==> src/rtl/param_updown_counter.sv <==
// Parametrised up/down modulo-N counter with load, enable and
// wrap-or-saturate boundary handling; wrap pulse and boundary flags.
module param_updown_counter #(
    parameter int WIDTH    = 4,
    parameter int MAX_VAL  = (1 << WIDTH) - 1,
    parameter bit SATURATE = 1'b0
) (
    input  logic             c,
    input  logic             r,
    input  logic             en,
    input  logic             up,
    input  logic             ld,
    input  logic [WIDTH-1:0] d,
    output logic [WIDTH-1:0] o,
    output logic             wrap,
    output logic             at_max,
    output logic             at_min
);

    localparam logic [WIDTH-1:0] MAXV = WIDTH'(MAX_VAL);
    localparam logic [WIDTH-1:0] ONE  = WIDTH'(1);

    logic [WIDTH-1:0] cnt_q;
    logic [WIDTH-1:0] cnt_d;
    logic             wrap_q;
    logic             wrap_d;
    logic [WIDTH-1:0] ld_val;
    logic [WIDTH-1:0] inc_val;
    logic [WIDTH-1:0] dec_val;
    logic             inc_wrap;
    logic             dec_wrap;

    assign at_max = (cnt_q == MAXV);
    assign at_min = (cnt_q == '0);

    // Out-of-range load values clamp so the count never leaves 0..MAX_VAL.
    assign ld_val = (d > MAXV) ? MAXV : d;

    always_comb begin
        inc_val  = cnt_q + ONE;
        inc_wrap = 1'b0;
        if (at_max) begin
            if (SATURATE) begin
                inc_val = cnt_q;
            end else begin
                inc_val  = '0;
                inc_wrap = 1'b1;
            end
        end
    end

    always_comb begin
        dec_val  = cnt_q - ONE;
        dec_wrap = 1'b0;
        if (at_min) begin
            if (SATURATE) begin
                dec_val = cnt_q;
            end else begin
                dec_val  = MAXV;
                dec_wrap = 1'b1;
            end
        end
    end

    always_comb begin
        cnt_d  = cnt_q;
        wrap_d = 1'b0;
        if (ld) begin
            cnt_d = ld_val;
        end else if (en) begin
            if (up) begin
                cnt_d  = inc_val;
                wrap_d = inc_wrap;
            end else begin
                cnt_d  = dec_val;
                wrap_d = dec_wrap;
            end
        end
    end

    always_ff @(posedge c) begin
        if (!r) begin
            cnt_q  <= '0;
            wrap_q <= 1'b0;
        end else begin
            cnt_q  <= cnt_d;
            wrap_q <= wrap_d;
        end
    end

    assign o    = cnt_q;
    assign wrap = wrap_q;

endmodule
==> config.mk <==
export PLATFORM = sky130hd
export DESIGN_NAME = param_updown_counter
export DESIGN_NICKNAME = d
export VERILOG_FILES = /design/src/rtl/param_updown_counter.sv
export SDC_FILE = /design/constraint.sdc
export NUM_CORES = 1
export LEC_CHECK = 0
export ABC_AREA = 1
export BUFFER_PORTS_ARGS = -buffer_cell sky130_fd_sc_hd__buf_2
export CELL_PAD_IN_SITES_DETAIL_PLACEMENT = 1
export CELL_PAD_IN_SITES_GLOBAL_PLACEMENT = 1
export CORE_AREA = 10 10 47 49
export CTS_CLUSTER_SIZE = 28
export DETAILED_ROUTE_END_ITERATION = 12
export DIE_AREA = 0 0 57 59
export HOLD_SLACK_MARGIN = 0.08
export PLACE_DENSITY = 0.84
export SETUP_SLACK_MARGIN = 0.1
export SYNTH_ARGS = -nofsm -noshare
export SYNTH_HDL_FRONTEND = slang
export SYNTH_SLANG_ARGS = --single-unit
==> constraint.sdc <==
create_clock -name c -period 2.55 [get_ports c]
set_input_delay 0.255 -clock c [delete_from_list [all_inputs] [get_ports c]]
set_output_delay 0.255 -clock c [all_outputs]
set_load 0.02 [all_outputs]
Word-level counts from Yosys, hierarchy flattened
Cells that the tools add are included.
- output and inout port bits: 7
- word-level logic and storage cells: 20
- bits of input ports: 9
- register bits after elaboration: 5
- mux-type cells: 9
- eq/ne operators: 1
- reductions and logical operators: 3
- bitwise logic cells: 2
- add/subtract/negate cells: 2
- magnitude comparators: 1
- operators with widths (operator ; count):
    $mux W4 ; 6
    $add A4 B1 Y4 const B ; 1
    $eq A4 B4 Y1 const B ; 1
    $gt A4 B4 Y1 const B ; 1
    $logic_not A4 Y1 ; 1
    $sub A4 B1 Y4 const B ; 1
    $mux W1 ; 3
    $reduce_or A3 Y1 ; 1
    $not A1 Y1 ; 2
    $reduce_bool A2 Y1 ; 1

Depth between registers and ports, before layout
Gate-level depths: netlist (run 1).
- depth in word-level cells: 5
- depth in mapped cells: 8
- depth with buffers taken out: 8

Worst setup path after synthesis (run 1)
OpenSTA, ideal clock, no wires.
- kind: register to register
- start point: register cnt_q[0], in the netlist o[0]
- end point: register cnt_q[2], in the netlist o[2]
- path slack: 1.210 ns
- clock period less this slack: 1.340 ns
- arrival: 1.221 ns
- required time: 2.430 ns
- path buffers: 0
- cell stages (with the launch flop): 8
- library setup time: 0.120 ns
- cell sequence: dfxtp_1 > inv_1 > ha_1 > inv_1 > o21ai_1 > xor2_1 > nand2_1 > a21oi_2
- longest elaborated chain between the ends: 5
- elaborated cells on any way between the ends: 9
- those cells by class: add/sub (2); eq/ne (1); mux (5); reduce/logical (1)
- ends and longest elaborated chain (item ; RTL line ; source):
    start, declared ; 23 ; logic [WIDTH-1:0] cnt_q;
    start signal, assigned ; 86 ; cnt_q <= cnt_d;
    $sub A4 B1 Y4, or another cell as far along ; 53 ; dec_val = cnt_q - ONE;
    $mux W4, on equally long branches ; 55, 42 ;
    $mux W4 (*) ; 71 ; if (up) begin
    $mux W4 (*) ; 70 ; end else if (en) begin
    $mux W4 (*) ; 68 ; if (ld) begin
Every way passes the cells marked *; elsewhere a longest branch is shown, timed or not. The select of a mux whose other input is x is not followed.
A chain may end at the register's enable or synchronous reset.

Worst setup path after layout (run 1)
- start point: register cnt_q[0], in the netlist o[0]
- end point: output port at_min
- longest elaborated chain between the ends: 1
- ends and longest elaborated chain (item ; RTL line ; source):
    $logic_not A4 Y1 ; 34 ; assign at_min = (cnt_q == '0);
    end, declared ; 17 ; output logic at_min
No other way between the ends.

==> results.sh, run 1 <==
export IMPL_synth_xor_area_share_pct=4.53
export IMPL_worstPathCellList="inv_1, ha_1, inv_1, nor3_2, buf_2"
export IMPL_wirelength_um=1220
export IMPL_synth_simple_area_share_pct=38.2
export IMPL_avgSynthCellArea_um2=6.24
export IMPL_n_fill_cell=208
export IMPL_power_density_mw_per_mm2=522
export IMPL_rsz0062_at_grt="false"
export IMPL_grt_pass1_wl_um=2210
export IMPL_post_cts_buffers=0
export IMPL_io_buffers=15
export IMPL_outcome="complete, no violations"
export IMPL_std_cell_rows=14
export IMPL_cp_slowest_stage_delay_ns=0.42
export IMPL_totalPowerFinal_w=0.000260
export IMPL_clock_skew_ns=0.00150
export IMPL_r2r_cells=7
export IMPL_avgRoutedWirePerCell_um=12.7
export IMPL_switchingPower_w=0.0000875
export IMPL_die_x_um=57
export IMPL_yosysTopAreaCell="dfxtp_1"
export IMPL_muxShareOfSynthArea_pct=0
export IMPL_crit_type="reg -> out"
export IMPL_hp_class="in -> reg"
export IMPL_cts_reportedPaths_clkPinSlew_ns=0.04
export IMPL_synth_cell_types=19
export IMPL_synth_top_family_by_area="simple AND/OR/NAND/NOR gates"
export IMPL_p_comb_share_pct=28.1
export IMPL_synth_compound_area_share_pct=10.4
export IMPL_clock_path_buffers=2
export IMPL_track_usage_pct=8.33
export IMPL_fin_crit_ns=1.57
export IMPL_pre_cts_ws_ns=1.22
export IMPL_pwr_share_clk_pct=35.0
export IMPL_cap_viol_max_count=0
export IMPL_ctsHoldBuffers=0
export IMPL_r2r_slack_ns=1.22
export IMPL_cts_buffers=3
export IMPL_synth_fa_ha_area_share_pct=6.47
export IMPL_p_leak_nw=0.287
export IMPL_clock_latency_ns=0.24
export IMPL_clock_sinks=5
export IMPL_finalCritPeriodShare_pct=61.6
export IMPL_pin_count=16
export IMPL_min_from="r"
export IMPL_crit_arrival_ns=1.32
export IMPL_final_core_util_pct=35.4
export IMPL_dp_final_hpwl_um=1010
export IMPL_htreeDepth=1
export IMPL_switching_share_pct=33.7
export IMPL_drtAntennaViolNets=0
export IMPL_viasPerCell=4.63
export IMPL_crit_top_cell="inv_1"
export IMPL_place_congestion=0.721
export IMPL_grt_pass1_vias=516
export IMPL_fin_nets=92
export IMPL_reg2reg_to="o[2]"
export IMPL_die_area_mm2=0.00336
export IMPL_reg2reg_from="o[0]"
export IMPL_tightest_slew_ns=0.365
export IMPL_die_y_um=59
export IMPL_hold_viol=0
export IMPL_synthTopCellsByArea="dfxtp_1, nand2_1, inv_1"
export IMPL_finalSetupViolations=0
export IMPL_syn_to_final_growth_pct=28.5
export IMPL_cp_max_fo=6
export IMPL_fin_ws_ns=0.980
export IMPL_drcViolationCount=0
export IMPL_min_to="o[0]"
export IMPL_cts_repair_resized=0
export IMPL_synth_fp_nets=73
export IMPL_grt_antenna_before_repair=0
export IMPL_max_slew_margin_pct=75.7
export IMPL_multi_input_area_um2=230
export IMPL_cts_tree="built"
export IMPL_initial_utilization_pct=27.6
export IMPL_synth_top_area_share_pct=25.9
export IMPL_worstPathRequired_ns=2.30
export IMPL_root_buffer="clkbuf_4"
export IMPL_hold_path_cell_count=3
export IMPL_ir_drop_uv=283
export IMPL_syn_area_um2=387
export IMPL_diodes=0
export IMPL_endpoint_kind="primary output"
export IMPL_grt_ovfl_total=0
export IMPL_num_vias=444
export IMPL_final_common_cell="nand2_1"
export IMPL_drt_iter0_markers=0
export IMPL_ff_latch_area_um2=100
export IMPL_critPathLaunchType="register"
export IMPL_stdcell_count=96
export IMPL_fmax_ghz=0.637
export IMPL_ys_ff_latch=5
export IMPL_drv_slew=0
export IMPL_intPower_w=0.000172
export IMPL_dr_pass1_iters=1
export IMPL_seq_area_frac_synth_pct=25.9
export IMPL_crit_slowest_cell="dfxtp_1"
export IMPL_syn_inst=62
export IMPL_drive_gt1_share_pct=27.5
export IMPL_final_cell_mix="nand2_1, buf_2, inv_1"
export IMPL_yosys_warnings=0
export IMPL_dp_cells=92
export IMPL_fp_coreArea_mm2=0.00140
export IMPL_grt_max_degree=10
export IMPL_finalSetupTns_ns=0
export IMPL_p_seq_share_pct=36.9
==> cells by family (layout without fill, tap and decap cells) <==
kind of cell	count (synthesis)	count (layout)
xor+xnor	2	2
buf+inv	13	31
fa+ha+maj	2	2
compound gates	6	6
flops	5	5
simple gates	34	34
==> per-stage QoR <==
step,hold WS [ns],instance area (um^2)
after floorplan,0.353,387
after global placement,0.482,470
after detailed placement,0.499,470
after CTS,0.257,497
after global routing,0.268,497
final,0.265,497
==> flip-flops by register name, indices dropped and copies added (netlist names) <==
name	flops
o	4
wrap	1
==> critical path: cells and delay by family (launching register included) <==
family | cells | cell delay (ns)
simple gates | 1 | 0.05
flops | 1 | 0.42
fa+ha+maj | 1 | 0.22
buf+inv | 3 | 0.38
==> power groups by stage <==
stage	registers, W	logic (W)	clock network (W)
after floorplan	0.0000991	0.0000460	0
after global placement	0.0000960	0.0000719	0
after detailed placement	0.0000972	0.0000735	0
after CTS	0.0000959	0.0000746	0.0000954
after global routing	0.0000967	0.0000854	0.0000984
final	0.0000957	0.0000729	0.0000909
==> final cells by class <==
cell class | count | share of cell area [%]
Multi-Input combinational cell | 44 | 46.3
Sequential cell | 5 | 20.2
Timing Repair Buffer | 15 | 15.1
Inverter | 12 | 9.07
Clock buffer | 4 | 5.29
Tap cell | 16 | 4.03
==> worst max path at each step <==
stage | from | end | slack [ns] | depth (start not counted)
after global placement | o[1] | o[3] | 1.30 | 8
after floorplan | o[0] | o[2] | 1.21 | 7
after global routing | o[0] | at_min | 0.87 | 5
after CTS | o[0] | at_min | 0.97 | 5
final | o[0] | at_min | 0.98 | 5
after detailed placement | o[1] | o[3] | 1.22 | 8
==> Yosys cell counts <==
| cell | instances |
|---|---|
| nor3_2 | 1 |
| ha_1 | 2 |
| nor2_1 | 6 |
| a22oi_1 | 1 |
| o211ai_1 | 1 |
| buf_6 | 1 |
| nor2_2 | 1 |
| nand2_1 | 18 |
| a21oi_1 | 1 |
| nand3_1 | 7 |
| a21oi_2 | 1 |
| dfxtp_1 | 5 |
| inv_2 | 1 |
| inv_1 | 11 |
| o21ai_1 | 1 |
| nand4_1 | 1 |
| a31oi_1 | 1 |
| xor2_1 | 1 |
| xnor2_1 | 1 |
==> metal layers <==
metal	global-route usage, %	vias to the layer above	part of all wire [%]
met5	0	-	0
met4	6.04	0	1.7
met3	2.79	4	4.9
met2	14.0	13	51
met1	8.53	197	43
li1	-	230	-
Note: power is estimated with default switching activity, not from simulation.
==> run 2: changes to the inputs <==
- ABC_AREA: 1 -> 0
- CORE_AREA: 10 10 47 49 -> 10 10 49 51
- DIE_AREA: 0 0 57 59 -> 0 0 59 61
- PLACE_DENSITY: 0.84 -> 0.78
- clock period: 2.55 -> 1.44 ns (I/O delays scaled with it)
==> results.sh, run 2 <==
export IMPL_grt_pass1_wl_um=1950
export IMPL_die_area_mm2=0.00360
export IMPL_fmax_ghz=0.764
export IMPL_synth_fp_nets=60
export IMPL_synth_ff_type="dfxtp_1"
export IMPL_hold_path_cell_count=2
export IMPL_diodes=0
export IMPL_synth_xor_area_share_pct=6.56
export IMPL_crit_type="reg -> reg"
export IMPL_num_vias=415
export IMPL_finalSetupViolations=0
export IMPL_r2r_cells=6
export IMPL_intPower_w=0.000338
export IMPL_pwr_share_clk_pct=31.9
export IMPL_ir_drop_uv=404
export IMPL_drt_iter0_markers=4
export IMPL_worstPathRequired_ns=1.61
export IMPL_drive_gt1_share_pct=53.7
export IMPL_post_cts_buffers=0
export IMPL_grt_max_degree=12
export IMPL_p_comb_share_pct=34.5
export IMPL_hp_class="in -> reg"
export IMPL_fin_hold_ws_ns=0.164
export IMPL_fin_crit_ns=1.31
export IMPL_rsz0062_at_grt="true"
export IMPL_viasPerCell=5.00
export IMPL_synthTopCellsByCount="o21ai_0, dfxtp_1, nand2_1"
export IMPL_switching_share_pct=32.3
export IMPL_synth_top_area_share_pct=25.0
export IMPL_finalCritPeriodShare_pct=90.9
export IMPL_place_congestion=0.674
export IMPL_endpoint_kind="register"
export IMPL_cap_viol_max_count=0
export IMPL_tightest_slew_ns=0.244
export IMPL_avgSynthCellArea_um2=8.17
export IMPL_crit_arrival_ns=1.48
export IMPL_std_cell_rows=14
export IMPL_yosysMostFrequentCell="o21ai_0"
export IMPL_critPathLaunchType="register"
export IMPL_power_density_mw_per_mm2=894
export IMPL_synth_fa_ha_area_share_pct=6.25
export IMPL_synthTopCellsByArea="dfxtp_1, o21ai_0, ha_1"
export IMPL_max_slew_margin_pct=83.5
export IMPL_synth_edf_count=0
export IMPL_synth_compound_area_share_pct=22.8
export IMPL_drtAntennaViolNets=0
export IMPL_synthArstFlopShare_pct=0
export IMPL_n_fill_cell=197
export IMPL_drcViolationCount=0
export IMPL_dr_pass1_iters=2
export IMPL_die_x_um=59
export IMPL_crit_slowest_cell="or3b_4"
export IMPL_hold_viol=0
export IMPL_cp_slowest_stage_delay_ns=0.37
export IMPL_clock_path_buffers=2
export IMPL_p_leak_nw=0.252
export IMPL_initial_utilization_pct=27.2
export IMPL_cts_reportedPaths_clkPinSlew_ns=0.04
export IMPL_io_buffers=15
export IMPL_pin_count=16
export IMPL_p_seq_share_pct=33.6
export IMPL_die_y_um=61
export IMPL_largest_reg_flops=4
export IMPL_synth_top_family_by_area="compound AO/OA/AOI/OAI gates"
export IMPL_drv_slew=0
export IMPL_syn_area_um2=400
export IMPL_worstPathCellList="inv_2, ha_4, or3b_4, a21oi_2, a221oi_2, o21ai_2"
export IMPL_fin_nets=79
export IMPL_clock_sinks=5
export IMPL_synth_simple_area_share_pct=22.5
export IMPL_grt_pass1_vias=481
export IMPL_root_buffer="clkbuf_4"
export IMPL_clock_skew_ns=0.00127
export IMPL_seq_area_frac_synth_pct=25.0
export IMPL_switchingPower_w=0.000161
export IMPL_multi_input_area_um2=293
export IMPL_ff_latch_area_um2=109
export IMPL_clock_latency_ns=0.24
export IMPL_finalSetupTns_ns=0
export IMPL_fp_coreArea_mm2=0.00147
export IMPL_dp_final_hpwl_um=957
export IMPL_syn_to_final_growth_pct=39.4
export IMPL_avgRoutedWirePerCell_um=14.3
export IMPL_track_usage_pct=6.85
export IMPL_synth_cell_types=25
export IMPL_grt_antenna_before_repair=0
export IMPL_wirelength_um=1190
export IMPL_outcome="complete, no violations"
export IMPL_syn_inst=49
export IMPL_ctsHoldBuffers=0
export IMPL_ys_ff_latch=5
export IMPL_final_cell_mix="buf_2, o21ai_0, nand2_1, buf_4, clkbuf_4"
export IMPL_yosys_warnings=0
export IMPL_muxShareOfSynthArea_pct=7.81
export IMPL_grt_ovfl_total=0
export IMPL_cts_buffers=3
export IMPL_final_common_cell="buf_2"
export IMPL_htreeDepth=1
export IMPL_cts_tree="built"
export IMPL_cp_max_fo=5
export IMPL_yosysTopAreaCell="dfxtp_1"
run 2: cell types whose count changed after synthesis, moves of 2 or more:
cell,change
o21ai_0,+6
and2_1,+2
and3_1,+2
inv_1,-7
nand3_1,-7
nor2_1,-5
mux2i_1,+2
o21ai_2,+2
buf_2,+2
nand2_1,-13
run 2: final cells by class:
class | instances | area share, %
multi-input cells | 37 | 52.5
well taps | 16 | 3.59
flip-flops and latches | 5 | 19.5
clock buffers | 4 | 4.71
inverters | 4 | 2.69
repair buffers | 17 | 17.0
run 2: stage by stage:
stage / setup slack (ns) / util, % / power (W) / std cells / cell area (um^2)
finish: 0.131 / 37.9 / 0.000499 / 83 / 558
global route: 0.0697 / 37.9 / 0.000543 / 83 / 558
CTS: 0.0966 / 36.3 / 0.000500 / 83 / 534
detailed placement: 0.0581 / 33.8 / 0.000327 / 79 / 497
global placement: 0.0581 / 33.8 / 0.000322 / 79 / 497
floorplan: 0.104 / - / 0.000278 / 49 / 408
run 2: metal layers:
| layer | vias up | GRT usage (%) | routed length, um | part of all wire, % |
|---|---|---|---|---|
| li1 | 208 | - | - | - |
| met1 | 194 | 7.43 | 516 | 43 |
| met2 | 11 | 10.5 | 610 | 51 |
| met3 | 2 | 2.71 | 51 | 4.3 |
| met4 | 0 | 5.25 | 10 | 0.84 |
| met5 | - | 0 | 0 | 0 |
run 2: power groups by stage:
stage,registers [W],logic (W),clock network (W)
after floorplan,0.000175,0.000102,0
after global routing,0.000170,0.000189,0.000183
final,0.000168,0.000172,0.000159
after global placement,0.000169,0.000153,0
after detailed placement,0.000170,0.000158,0
after CTS,0.000168,0.000166,0.000166
run 2: what timing repair did:
item | CTS | global route
pin swaps | 0 | 1
hold endpoints to repair | 0 | 0
setup endpoints to repair | 4 | 5
gates resized for setup | 5 | 8
run 2: logic make-up after synthesis:
family                     Yosys count
adders and majority gates            2
AOI/OAI and AO/OA                   14
muxes                                3
DFF                                  5
xor gates and xnor gates             3
buffers and inverters                7
and+or+nand+nor                     15
run 2: worst max-delay path, delay by kind of cell (launching register included):
| kind | cells | cell delay [ns] |
|---|---|---|
| simple gates | 1 | 0.37 |
| fa+ha+maj | 1 | 0.13 |
| compound gates | 3 | 0.30 |
| flops | 1 | 0.35 |
| buf+inv | 1 | 0.09 |
run 2: path summary, 6_finish.rpt:
check	startpoint	end	slack [ns]
setup / recovery	o[1]	o[3]	0.13
hold / removal	r	o[1]	0.16
setup reg to reg	o[1]	o[3]	0.13
hold reg to reg	o[3]	o[3]	0.63
